File: config.mk
export PLATFORM = sky130hd
export DESIGN_NAME = pipeline_controller
export DESIGN_NICKNAME = d
export VERILOG_FILES = /design/src/rtl/pipeline_controller_pkg.sv /design/src/rtl/pipeline_controller_hazard_detect.sv /design/src/rtl/pipeline_controller.sv
export SDC_FILE = /design/constraint.sdc
export NUM_CORES = 1
export LEC_CHECK = 0
export CAP_MARGIN = 20
export CORE_MARGIN = 5
export CORE_UTILIZATION = 48
export DETAILED_ROUTE_END_ITERATION = 10
export GPL_TIMING_DRIVEN = 1
export PLACE_DENSITY = 0.76
export SLEW_MARGIN = 20
export SYNTH_ARGS = -nofsm -noshare
export SYNTH_HDL_FRONTEND = slang
export SYNTH_SLANG_ARGS = --single-unit
File: constraint.sdc
create_clock -name clk -period 4 [get_ports clk]
set_clock_uncertainty 0.15 [all_clocks]
set_input_delay 1 -clock clk [delete_from_list [all_inputs] [get_ports clk]]
set_output_delay 1 -clock clk [all_outputs]
set_load 0.02 [all_outputs]
File: src/rtl/pipeline_controller_pkg.sv
// rtl/pipeline_controller_pkg.sv - shared state encoding and constants for the pipeline stall/flush controller
package pipeline_controller_pkg;

  typedef enum logic [2:0] {
    RUN      = 3'd0,
    MEM_WAIT = 3'd1,
    DRAIN    = 3'd2,
    HALTED   = 3'd3,
    FAULT    = 3'd4
  } ctrlState_t;

  // Value driven onto a flush/bubble line to squash the instruction in that register.
  localparam logic NOP_INSERT = 1'b1;

  localparam logic [4:0] REG_ZERO = 5'd0;

endpackage

File: src/rtl/pipeline_controller_hazard_detect.sv
// rtl/pipeline_controller_hazard_detect.sv - combinational load-use comparator between the ID instruction and the EX load
module pipeline_controller_hazard_detect
  import pipeline_controller_pkg::*;
(
  input  logic [4:0] idRs,
  input  logic [4:0] idRt,
  input  logic       idUsesRt,
  input  logic       idExMemRead,
  input  logic [4:0] idExRt,
  output logic       loadUse
);

  // r0 is hard-wired, so a load targeting it never creates a dependency.
  assign loadUse = idExMemRead && (idExRt != REG_ZERO) &&
                   ((idExRt == idRs) || (idUsesRt && (idExRt == idRt)));

endmodule

File: src/rtl/pipeline_controller.sv
// rtl/pipeline_controller.sv - stall/flush sequencer with halt drain, memory-wait watchdog and stall counter
module pipeline_controller
  import pipeline_controller_pkg::*;
#(
  parameter int MEM_TIMEOUT  = 255,
  parameter int DRAIN_CYCLES = 3,
  parameter int COUNT_WIDTH  = 16
) (
  input  logic                   clk,
  input  logic                   reset,
  input  logic [4:0]             idRs,
  input  logic [4:0]             idRt,
  input  logic                   idUsesRt,
  input  logic                   idHalt,
  input  logic                   idExMemRead,
  input  logic [4:0]             idExRt,
  input  logic                   exBranchTaken,
  input  logic                   exMemAccess,
  input  logic                   memReady,
  output logic                   pcWrite,
  output logic                   ifIdWrite,
  output logic                   idExWrite,
  output logic                   exMemWrite,
  output logic                   ifIdFlush,
  output logic                   idExBubble,
  output logic                   memWbBubble,
  output logic                   halted,
  output logic                   fault,
  output logic [COUNT_WIDTH-1:0] stallCycles
);

  localparam int WAIT_W  = $clog2(MEM_TIMEOUT + 1);
  localparam int DRAIN_W = $clog2(DRAIN_CYCLES + 1);
  localparam logic [WAIT_W-1:0] WAIT_LAST = WAIT_W'(MEM_TIMEOUT - 1);

  ctrlState_t          state, nextState;
  logic [WAIT_W-1:0]   waitCnt;
  logic [DRAIN_W-1:0]  drainCnt;
  logic                loadUse;
  logic                memWaitReq;
  logic                memStall;
  logic                inMain;

  pipeline_controller_hazard_detect uHazard (
    .idRs        (idRs),
    .idRt        (idRt),
    .idUsesRt    (idUsesRt),
    .idExMemRead (idExMemRead),
    .idExRt      (idExRt),
    .loadUse     (loadUse)
  );

  assign memWaitReq = exMemAccess && !memReady;
  assign inMain     = (state == RUN) || (state == MEM_WAIT);
  // Once waiting, only memReady releases the stall; exMemAccess may drop meanwhile.
  assign memStall   = (state == MEM_WAIT) ? !memReady : memWaitReq;

  always_ff @(posedge clk) begin
    if (reset) begin
      state <= RUN;
    end else begin
      state <= nextState;
    end
  end

  always_comb begin
    nextState = state;
    unique case (state)
      RUN, MEM_WAIT: begin
        if (memStall) begin
          nextState = ((state == MEM_WAIT) && (waitCnt >= WAIT_LAST)) ? FAULT : MEM_WAIT;
        end else if (exBranchTaken || loadUse) begin
          nextState = RUN;
        end else if (idHalt) begin
          nextState = DRAIN;
        end else begin
          nextState = RUN;
        end
      end
      DRAIN: begin
        if (!memWaitReq && (drainCnt <= DRAIN_W'(1))) begin
          nextState = HALTED;
        end
      end
      HALTED, FAULT: nextState = state;
      default:       nextState = RUN;
    endcase
  end

  always_comb begin
    pcWrite     = 1'b1;
    ifIdWrite   = 1'b1;
    idExWrite   = 1'b1;
    exMemWrite  = 1'b1;
    ifIdFlush   = 1'b0;
    idExBubble  = 1'b0;
    memWbBubble = 1'b0;
    halted      = 1'b0;
    fault       = 1'b0;
    if (reset || (state == HALTED) || (state == FAULT)) begin
      pcWrite     = 1'b0;
      ifIdWrite   = 1'b0;
      idExWrite   = 1'b0;
      exMemWrite  = 1'b0;
      ifIdFlush   = NOP_INSERT;
      idExBubble  = NOP_INSERT;
      memWbBubble = NOP_INSERT;
      halted      = !reset;
      fault       = !reset && (state == FAULT);
    end else if (state == DRAIN) begin
      pcWrite    = 1'b0;
      ifIdWrite  = 1'b0;
      idExBubble = NOP_INSERT;
      if (memWaitReq) begin
        idExWrite   = 1'b0;
        exMemWrite  = 1'b0;
        memWbBubble = NOP_INSERT;
      end
    end else if (memStall) begin
      pcWrite     = 1'b0;
      ifIdWrite   = 1'b0;
      idExWrite   = 1'b0;
      exMemWrite  = 1'b0;
      memWbBubble = NOP_INSERT;
    end else if (exBranchTaken) begin
      ifIdFlush  = NOP_INSERT;
      idExBubble = NOP_INSERT;
    end else if (loadUse) begin
      pcWrite    = 1'b0;
      ifIdWrite  = 1'b0;
      idExBubble = NOP_INSERT;
    end else if (idHalt) begin
      pcWrite   = 1'b0;
      ifIdFlush = NOP_INSERT;
    end
  end

  always_ff @(posedge clk) begin
    if (reset || !inMain || !memStall) begin
      waitCnt <= '0;
    end else begin
      waitCnt <= waitCnt + WAIT_W'(1);
    end
  end

  // Drain only counts cycles in which the older instructions can actually advance.
  always_ff @(posedge clk) begin
    if (reset) begin
      drainCnt <= '0;
    end else if ((state != DRAIN) && (nextState == DRAIN)) begin
      drainCnt <= DRAIN_W'(DRAIN_CYCLES);
    end else if ((state == DRAIN) && !memWaitReq && (drainCnt != '0)) begin
      drainCnt <= drainCnt - DRAIN_W'(1);
    end
  end

  always_ff @(posedge clk) begin
    if (reset) begin
      stallCycles <= '0;
    end else if (!pcWrite && (state != HALTED) && (state != FAULT) && (stallCycles != '1)) begin
      stallCycles <= stallCycles + COUNT_WIDTH'(1);
    end
  end

endmodule
==> impl_metrics.tcl, run 1 <==
set metrics [dict create \
    initial_utilization_pct 48.44 \
    grt_pass1_vias 1682 \
    ys_seq_area_share_pct 33.24 \
    die_area_mm2 0.004946 \
    cts.path.max_buffers 2 \
    maxCapViolCount 0 \
    power_w 0.0007201 \
    fp.coreArea_mm2 0.003606 \
    slew_headroom_pct 74.25 \
    setup_violations 0 \
    diodes 0 \
    synth.top_cell.area_share_pct 33.24 \
    cts_tree "done" \
    yosysMostFrequentCell "nor2_1" \
    grt_first_pass_wirelength_mm 7.231 \
    arrival_ps 2700 \
    tns_ps 0 \
    dpl.hpwl_mm 3.141 \
    drtIter0Drc 69 \
    grt.busiest_layer "met2" \
    track_usage_pct 18.12 \
    synth_ff_type "dfxtp_1" \
    fin_crit_ps 3852 \
    syn-cell-area_mm2 0.001747 \
    seq_area_um2 580.6 \
    wl_per_cell_um 12.92 \
    min-delay-path-class "reg -> reg" \
    num_rows 22 \
    p_per_area_mw_per_mm2 291.7 \
    route.detailed.drc 0 \
    start_kind "input pin" \
    pwr-share-clk_pct 36.6 \
    die_y_um 70.33 \
    synth_nets 236 \
    switching_power_w 0.0001942 \
    synth_top_area_cell "dfxtp_1" \
    timing.final.crit_share_pct 96.30 \
    synth-seq-cells 29 \
    hold_viol_final 0 \
    area_growth_pct 41.33 \
    sequentialPowerShare_pct 43.3 \
    grt_use_met2_pct 29.42 \
    netSwitchingFraction_pct 26.98 \
    worstMarginPinSlew_ps 383.4 \
    stdcell_area_mm2 0.002469 \
    finalMaxSlewViolations 0 \
    antenna_found_initial 0 \
    cts_buffers 5 \
    clkTransAtPathRegs_ps 60 \
    fmax_ghz 0.2596 \
    wirelength_mm 4.135 \
    required_ps 2850 \
    avgSynthCellArea_um2 8.397 \
    synth_cells 208 \
    overflow 0 \
    gr-usage-met3_pct 6.619 \
    antenna_left 0 \
    multiInputGateArea_mm2 0.001095 \
    finalNetCount 299 \
    drive_gt1_share_pct 13.97 \
    num_vias 1696 \
    clock_latency_ps 280 \
    ios 48 \
    via_per_inst 5.300 \
    fill_cells 311 \
    root_buffer "clkbuf_8" \
    end_kind "output pin" \
    intPower_w 0.0005259 \
    gr-usage-met1_pct 20.97 \
    grt_max_degree 25 \
    rsz0062_at_grt "no" \
    postCtsSetupBuffers 0 \
    hold_ws_ps 350.8 \
    synth.area.top_cells "dfxtp_1, xor2_1, nor2_1" \
    place_congestion 0.8591 \
    p_leak_nw 0.9990 \
    critPathKind "in -> out" \
    placed_area_mm2 0.002356 \
    status "complete, no violations" \
    synth_commonest_cells "nor2_1, dfxtp_1, xor2_1" \
    async_reset_ff_share_pct 0 \
    combPwrFrac_pct 20.1 \
    synth_edf_count 0 \
    synth_warnings 0 \
    cts_sinks 29 \
    yosys.cell_types.count 42 \
    ir_worst_vdd_v 0.0002882 \
    crit_fanout 2 \
    fp.dieW_um 70.33 \
    ctsHtreeMaxLevel 2 \
    first_pass_iters 4 \
    io_buffers 47 \
]
critical path, stage by stage:
cell             delay, ps
clkdlybuf4s50_1        420
xor2_1                 150
nor3_1                 170
a32oi_1                100
nor2_1                 160
nor2b_1                 80
o311ai_1               290
o2111ai_1              160
buf_4                  180
through the flow:
stage | cells | utilization [%] | setup slack (ps)
detailed placement | 312 | 65.34 | -538.5
CTS | 320 | 67.83 | -11.37
finish | 320 | 68.46 | 148.0
floorplan | 208 | - | 454.8
global placement | 312 | 65.34 | -506.4
global route | 320 | 68.46 | 4.345
per-layer routing:
layer	wire [um]	up-vias	share of wire [%]
met5	0	-	0
met4	68	0	1.6
met3	316	5	7.6
met2	1862	51	45
met1	1888	764	46
li1	-	876	-
cell families (layout without fill, tap and decap cells):
kind of cell / after synthesis / count (layout) / share of synthesized area [%]
adders and majority gates: 5 / 5 / 3.582
and+or+nand+nor: 91 / 91 / 26.00
buffers and inverters: 16 / 80 / 4.513
DFF: 29 / 29 / 33.24
muxes: 3 / 3 / 1.934
xor gates and xnor gates: 22 / 22 / 11.03
AOI/OAI and AO/OA: 42 / 42 / 19.70
power by group through the flow:
stage                     clock (W)  combinational [W]  sequential, W
after CTS                  0.000273           0.000146       0.000312
final                      0.000264           0.000145       0.000312
after detailed placement          0           0.000148       0.000318
after floorplan                   0          0.0000766       0.000320
after global placement            0           0.000146       0.000318
after global routing       0.000289           0.000160       0.000314
flip-flops by register name, summed over array words and instances, names as in the netlist:
signal and count:
drainCnt 2, waitCnt 8, stallCycles 16, state 3
timing repair:
action	4_1_cts	5_1_grt
gates cloned	0	0
gates resized for setup	18	13
setup endpoints to repair	4	4
hold buffers	0	0
pin swaps	2	7
hold endpoints to repair	0	0
layout by cell type (no fill, tap or decap), types with 2 or more instances in the layout:
cell | Yosys | layout
nor2b_1 | 5 | 5
nand4_1 | 3 | 3
and2_1 | 3 | 3
a21oi_1 | 10 | 10
inv_1 | 8 | 8
and3_1 | 2 | 2
mux2_1 | 3 | 3
nand2_1 | 13 | 13
a2111oi_4 | 2 | 2
o41ai_1 | 2 | 2
xor2_1 | 14 | 14
o31a_1 | 2 | 2
nor2_1 | 31 | 31
a21o_1 | 2 | 2
or3b_1 | 3 | 3
buf_4 | 1 | 18
nand2b_1 | 5 | 5
clkbuf_8 | 0 | 7
nand3b_1 | 2 | 2
clkdlybuf4s50_1 | 0 | 33
o21ai_0 | 9 | 7
buf_2 | 0 | 2
o21a_1 | 2 | 2
a31o_2 | 2 | 2
dfxtp_1 | 29 | 29
and4_1 | 2 | 2
nor4_1 | 2 | 2
ha_1 | 5 | 5
a211oi_1 | 3 | 3
nand3_1 | 13 | 13
dlymetal6s2s_1 | 0 | 9
xnor2_1 | 8 | 8
nor3_1 | 4 | 4
path summary, 6_finish.rpt:
| check | start | end | slack, ps | depth (start not counted) |
|---|---|---|---|---|
| worst max-delay path | idRs[0] | ifIdFlush | 150 | 9 |
| worst min-delay path | waitCnt[0]$_SDFF_PP0_ | waitCnt[0]$_SDFF_PP0_ | 350 | 1 |
| worst max register to register | state[1]$_SDFF_PP0_ | stallCycles[11]$_SDFFE_PP0P_ | 1280 | 8 |
| worst min register to register | waitCnt[0]$_SDFF_PP0_ | waitCnt[0]$_SDFF_PP0_ | 350 | 1 |
final cells by class:
class / count / share of cell area [%]
Clock buffer: 7 / 3.903
Clock inverter: 1 / 0.2027
Inverter: 8 / 1.216
Multi-Input combinational cell: 163 / 44.35
Sequential cell: 29 / 23.52
Tap cell: 48 / 2.433
Timing Repair Buffer: 64 / 24.38
Power figures use the tool's default switching activity.
==> inputs of run 2 (changes only) <==
--- a/config.mk
+++ b/config.mk
@@ -9,6 +9,7 @@
 export CORE_MARGIN = 5
 export CORE_UTILIZATION = 48
 export DETAILED_ROUTE_END_ITERATION = 10
+export GPL_ROUTABILITY_DRIVEN = 0
 export GPL_TIMING_DRIVEN = 1
 export PLACE_DENSITY = 0.76
 export SLEW_MARGIN = 20
==> results of run 2 <==
The final DEF is identical to that of run 1; final timing and power are the same.
==> inputs of run 3 (changes only) <==
--- a/config.mk
+++ b/config.mk
@@ -8,6 +8,7 @@
 export CAP_MARGIN = 20
 export CORE_MARGIN = 5
 export CORE_UTILIZATION = 48
+export CTS_CLUSTER_SIZE = 16
 export DETAILED_ROUTE_END_ITERATION = 10
 export GPL_ROUTABILITY_DRIVEN = 0
 export GPL_TIMING_DRIVEN = 1
==> results of run 3 <==
The final DEF is identical to that of run 1; final timing and power are the same.
